==> config.mk <==
export PLATFORM = sky130hd
export DESIGN_NAME = axicb_resp_dispatcher
export DESIGN_NICKNAME = d
export VERILOG_FILES = /design/src/rtl/axicb_resp_dispatcher.sv
export SDC_FILE = /design/constraint.sdc
export NUM_CORES = 1
export LEC_CHECK = 0
export ABC_AREA = 1
export ABC_CLOCK_PERIOD_IN_PS = 2800
export CAP_MARGIN = 10
export CORE_MARGIN = 4
export CORE_UTILIZATION = 45
export CTS_CLUSTER_SIZE = 16
export DETAILED_ROUTE_END_ITERATION = 10
export GPL_ROUTABILITY_DRIVEN = 0
export PLACE_DENSITY = 0.76
export SYNTH_ARGS = -nofsm -noshare
export SYNTH_HDL_FRONTEND = slang
export SYNTH_SLANG_ARGS = --single-unit
==> constraint.sdc <==
create_clock -name aclk -period 2.8 [get_ports aclk]
set_input_delay 0.56 -clock aclk [delete_from_list [all_inputs] [get_ports aclk]]
set_output_delay 0.56 -clock aclk [all_outputs]
set_load 0.1 [all_outputs]
==> src/rtl/axicb_resp_dispatcher.sv <==
// ---------------------------------------------------------------------------
// axicb_resp_dispatcher
//
// Routes downstream responses back to upstream requesters in the order their
// grants were issued. Each accepted one-hot grant is stored in a small FIFO.
// The head entry selects which requester receives the current response. A
// response burst is forwarded beat by beat, and the head is popped only on
// the handshake of the last beat.
//
// Parameters
//   REQ_NB  : number of requesters. Only 4 and 8 are supported.
//   OSTD_NB : grant FIFO depth. Only powers of 2 from 2 to 16 are supported.
//   DATA_W  : response payload width.
//
// Ports
//   aclk, areset, srst : clock, async active-high reset, sync active-high reset
//   grant_valid/grant  : one-hot grant from the arbiter
//   grant_ready        : FIFO not full
//   rsp_valid/rsp_ready, rsp_data/rsp_last : downstream response channel
//   m_valid/m_ready    : per-requester response handshake
//   m_data/m_last      : shared response payload (zero-latency pass-through)
//   empty/full         : registered queue status
//   err_grant          : one-cycle pulse after a non-one-hot grant was dropped
// ---------------------------------------------------------------------------
module axicb_resp_dispatcher #(
    parameter int REQ_NB  = 4,
    parameter int OSTD_NB = 4,
    parameter int DATA_W  = 8
) (
    input  logic              aclk,
    input  logic              areset,
    input  logic              srst,
    input  logic              grant_valid,
    input  logic [REQ_NB-1:0] grant,
    output logic              grant_ready,
    input  logic              rsp_valid,
    output logic              rsp_ready,
    input  logic [DATA_W-1:0] rsp_data,
    input  logic              rsp_last,
    output logic [REQ_NB-1:0] m_valid,
    input  logic [REQ_NB-1:0] m_ready,
    output logic [DATA_W-1:0] m_data,
    output logic              m_last,
    output logic              empty,
    output logic              full,
    output logic              err_grant
);

    localparam int PTR_W = $clog2(OSTD_NB);
    localparam int CNT_W = PTR_W + 1;

    localparam logic [REQ_NB-1:0] REQ_ZERO = {REQ_NB{1'b0}};
    localparam logic [REQ_NB-1:0] REQ_ONE  = {{(REQ_NB-1){1'b0}}, 1'b1};
    localparam logic [PTR_W-1:0]  PTR_ZERO = {PTR_W{1'b0}};
    localparam logic [PTR_W-1:0]  PTR_ONE  = {{(PTR_W-1){1'b0}}, 1'b1};
    localparam logic [CNT_W-1:0]  CNT_ZERO = {CNT_W{1'b0}};
    localparam logic [CNT_W-1:0]  CNT_ONE  = {{(CNT_W-1){1'b0}}, 1'b1};
    localparam logic [CNT_W-1:0]  CNT_FULL = CNT_W'(OSTD_NB);

    // True when exactly one bit of the grant vector is set.
    function automatic logic is_onehot(input logic [REQ_NB-1:0] v);
        return (v != REQ_ZERO) && ((v & (v - REQ_ONE)) == REQ_ZERO);
    endfunction

    logic [REQ_NB-1:0] mem_r [OSTD_NB];
    logic [PTR_W-1:0]  wr_ptr_r;
    logic [PTR_W-1:0]  rd_ptr_r;
    logic [CNT_W-1:0]  count_r;
    logic [CNT_W-1:0]  count_nxt_s;
    logic              empty_r;
    logic              full_r;
    logic              err_grant_r;
    logic              grant_hs_s;
    logic              push_s;
    logic              bad_grant_s;
    logic              pop_s;
    logic [REQ_NB-1:0] head_s;

    // Every handshaked grant is consumed. Only a one-hot grant is stored.
    assign grant_hs_s  = grant_valid & ~full_r;
    assign push_s      = grant_hs_s & is_onehot(grant);
    assign bad_grant_s = grant_hs_s & ~is_onehot(grant);
    assign pop_s       = rsp_valid & rsp_ready & rsp_last;

    // Head selection. It is forced to zero while empty, so stale storage
    // contents cannot drive any routing output.
    always_comb begin
        head_s = REQ_ZERO;
        if (empty_r) begin
            head_s = REQ_ZERO;
        end else begin
            head_s = mem_r[rd_ptr_r];
        end
    end

    // Next occupancy. A push and a pop in the same cycle cancel each other.
    always_comb begin
        count_nxt_s = count_r;
        if (push_s && !pop_s) begin
            count_nxt_s = count_r + CNT_ONE;
        end else if (pop_s && !push_s) begin
            count_nxt_s = count_r - CNT_ONE;
        end else begin
            count_nxt_s = count_r;
        end
    end

    // Pointers, occupancy, registered status flags and the error pulse.
    always_ff @(posedge aclk or posedge areset) begin
        if (areset) begin
            wr_ptr_r    <= PTR_ZERO;
            rd_ptr_r    <= PTR_ZERO;
            count_r     <= CNT_ZERO;
            empty_r     <= 1'b1;
            full_r      <= 1'b0;
            err_grant_r <= 1'b0;
        end else if (srst) begin
            wr_ptr_r    <= PTR_ZERO;
            rd_ptr_r    <= PTR_ZERO;
            count_r     <= CNT_ZERO;
            empty_r     <= 1'b1;
            full_r      <= 1'b0;
            err_grant_r <= 1'b0;
        end else begin
            if (push_s) begin
                wr_ptr_r <= wr_ptr_r + PTR_ONE;
            end else begin
                wr_ptr_r <= wr_ptr_r;
            end
            if (pop_s) begin
                rd_ptr_r <= rd_ptr_r + PTR_ONE;
            end else begin
                rd_ptr_r <= rd_ptr_r;
            end
            count_r     <= count_nxt_s;
            empty_r     <= (count_nxt_s == CNT_ZERO);
            full_r      <= (count_nxt_s == CNT_FULL);
            err_grant_r <= bad_grant_s;
        end
    end

    // Grant storage. It is not reset because it is masked while empty.
    always_ff @(posedge aclk) begin
        if (push_s && !srst) begin
            mem_r[wr_ptr_r] <= grant;
        end else begin
            mem_r[wr_ptr_r] <= mem_r[wr_ptr_r];
        end
    end

    assign grant_ready = ~full_r;
    assign m_valid     = head_s & {REQ_NB{rsp_valid}};
    assign rsp_ready   = |(head_s & m_ready);
    assign m_data      = rsp_data;
    assign m_last      = rsp_last;
    assign empty       = empty_r;
    assign full        = full_r;
    assign err_grant   = err_grant_r;

endmodule

==> flow_summary_export.csv <==
group,metric,value,unit
timing,clock.fmax,427,MHz
drt,vias,1103,
clock_tree,cts_resized,0,
global_routing,grt_max_degree,16,
pwr,p_int,0.758,mW
pwr,peakVddDrop,0.231,mV
placed_design,placedCellCount,236,
finish,diodes,0,
clock_tree,clockBufferDepth,2,
timing,fin_crit,2340,ps
global_routing,grt_pass1_vias,1017,
flow_run,maxCapViolCount,0,
drt,dr.pass1.iters,4,
global_routing,antenna_found_initial,0,
setup_path,critPathKind,"flip-flop to primary output",
synthesis,synth_fa_ha_area_share,4.96,%
synthesis,synth_ff_type,"edfxtp_1",
floorplanning,dieArea,4350,sq um
timing,report.final.hold_viol_count,0,
outcome,status,"complete, no violations",
finish,fin_nets,225,
drt,drc,0,
floorplanning,die_w,66.0,microns
setup_path,critPathSlowestCell,"dfrtp_1",
pwr,seqPwrFrac,36.3,%
synthesis,synth_edf_count,16,
synthesis,syn_avg_cell_area,8.45,sq um
floorplanning,die_h,66.0,microns
clock_tree,ctsHoldBuffers,0,
pwr,p_per_area,706,nW/um^2
setup_path,path_buf_inv,3,
timing,setup_viol_count_final,0,
pwr,clkPwrFrac,19.6,%
timing,tns,0,ps
timing,slew_violations,0,
setup_path,slowest_delay,640,ps
setup_path,worstPathRequired,2240,ps
pwr,combPwrFrac,44.1,%
synthesis,synth.area.mux_share,0,%
synthesis,syn_inst,179,
pwr,switchingPower,0.519,mW
clock_tree,numCtsBuffers,3,
global_routing,grt_use_total,13.5,%
floorplanning,io_pins,40,
timing,grt_setup_unrepaired,"false",
setup_path,path_delay_family,"flip-flops",
drt,via_per_inst,4.60,
pwr,p_leak,0.855,nW
setup_path,cp.arrival,1780,ps
placed_design,dp_hpwl,2.19,mm
setup_path,cp.depth,9,
synthesis,async_flop_share,38.5,%
synthesis,synth_compound_area_share,2.65,%
clock_tree,clk_pin_slew,140,ps
timing,max_slew_margin,70.2,%
synthesis,seq_area_frac_synth,48.4,%
timing,finClkSkew,13.3,ps
global_routing,grt_pass1_wl,4.49,mm
setup_path,rr_worst_depth,12,
clock_tree,clock_latency,320,ps
finish,layout_commonest_cell,"nand2_1",
timing,worst_slew_pin_slew,447,ps
finish,syn_to_final_growth,19.6,%
floorplanning,start_util,48.4,%
clock_tree,postCtsSetupBuffers,0,
drt,finalWirelength,2.69,mm
synthesis,yosys.area_share.xor_xnor,0,%
global_routing,grt-ovfl-total,0,
setup_path,endpoint_kind,"primary output",
synthesis,ys_warn_count,0,
synthesis,synth-seq-cells,26,
finish,layout-drive-gt1-share,21.9,%
floorplanning,num_rows,20,
drt,wl_per_cell,11.2,microns
clock_tree,cts_tree,"built",
finish,final_cells,240,
pwr,p_sw_share,40.6,%
worst_hold_path,hold_class,"input pin to async pin",
synthesis,yosysUniqueCellTypes,25,
floorplanning,core-area,3130,sq um
synthesis,synth_top_family_by_area,"simple AND/OR/NAND/NOR gates",
finish,layout_common_cells,"nand2_1 (42), inv_1 (25), nand3_1 (17)",
clock_tree,cts_max_level,1,
setup_path,crit_fanout,10,
drt,ant_nets,0,
synthesis,syn_area,1510,sq um
clock_tree,cts_sinks,26,
clock_tree,cts_root_buf,"clkbuf_4",
timing,fin_crit_sh,83.7,%
synthesis,synth-simple-area-share,27.6,%
setup_path,cp-start-kind,"flip-flop",
synthesis,syn_nets,207,
setup_path,crit_chain,"inv_8 > nand2_1 > nand3_1 > nand2_1 > nand3_1 > nand2_2 > inv_2 > nand2_4 > buf_12",
placed_design,port_buffers,23,
drt,drt_iter0_drc,43,
[kinds of logic (layout without fill, tap and decap cells)]
family	Yosys count	after routing
adder cells (fa/ha/maj)	6	6
flip-flops	26	26
AO/OA/AOI/OAI	7	7
buffers and inverters	53	70
AND/OR/NAND/NOR	87	87
[flip-flops by register name, summed over array words and instances (netlist names)]
register / flops
rd_ptr_r: 2
err_grant: 1
full: 1
mem_r: 16
empty: 1
count_r: 3
wr_ptr_r: 2
[stage by stage]
step / area, sq um / total power, mW / setup WS [ps] / hold slack [ps] / utilization (%)
after floorplan: 1510 / 0.937 / 208 / 399 / -
after global placement: 1760 / 1.03 / 316 / 563 / 56.2
after detailed placement: 1760 / 1.04 / 219 / 558 / 56.2
after CTS: 1810 / 1.28 / 443 / 504 / 57.8
after global routing: 1810 / 1.35 / 291 / 508 / 57.8
final: 1810 / 1.28 / 456 / 501 / 57.8
[power by group through the flow]
stage	clock network [mW]	registers, mW	logic, mW
floorplan	0	0.533	0.404
global placement	0	0.471	0.556
detailed placement	0	0.472	0.567
CTS	0.251	0.464	0.568
global route	0.278	0.468	0.604
finish	0.250	0.463	0.564
[final timing paths]
kind | start | endpoint | slack (ps)
hold reg to reg | count_r[2] | count_r[2] | 590
setup / recovery | rd_ptr_r[0] | rsp_ready | 460
max in group asynchronous | areset | empty | 1980
min in group aclk | count_r[2] | count_r[2] | 590
hold / removal | areset | count_r[2] | 500
setup reg to reg | rd_ptr_r[0] | full | 940
[worst register-to-register path: cells and delay by family (launching register included)]
family / cells / cell delay, ps
flip-flops: 1 / 640
buffers and inverters: 1 / 60
AO/OA/AOI/OAI: 1 / 210
AND/OR/NAND/NOR: 10 / 890
[cell type report]
class	count	area, sq um
clock buffer	3	22.5
clock inverter	1	30.0
fill	293	1320
inverter	43	169
multi-input combinational	100	533
sequential	26	732
tap	44	55.1
timing repair buffer	23	268
[metal layers]
metal	GRT usage (%)	vias to the layer above	part of all wire, %
li1	-	571	-
met3	2.38	2	6.3
met5	0	-	0
met4	4.31	0	0.89
met2	22.4	36	47
met1	17.9	494	46
[synth_stat cells (all sizes together) (2+ instances only)]
| cell | number | area share [%] |
|---|---|---|
| nand2 | 47 | 13 |
| inv | 40 | 10 |
| nand3 | 22 | 9.4 |
| edfxtp | 16 | 32 |
| nor2 | 15 | 4.1 |
| buf | 10 | 5.2 |
| dfrtp | 9 | 15 |
| ha | 6 | 5.0 |
| o21ai | 4 | 1.6 |
| clkinv | 3 | 0.74 |
| a21oi | 2 | 0.66 |
No activity file was read; power rests on OpenSTA's default activity.
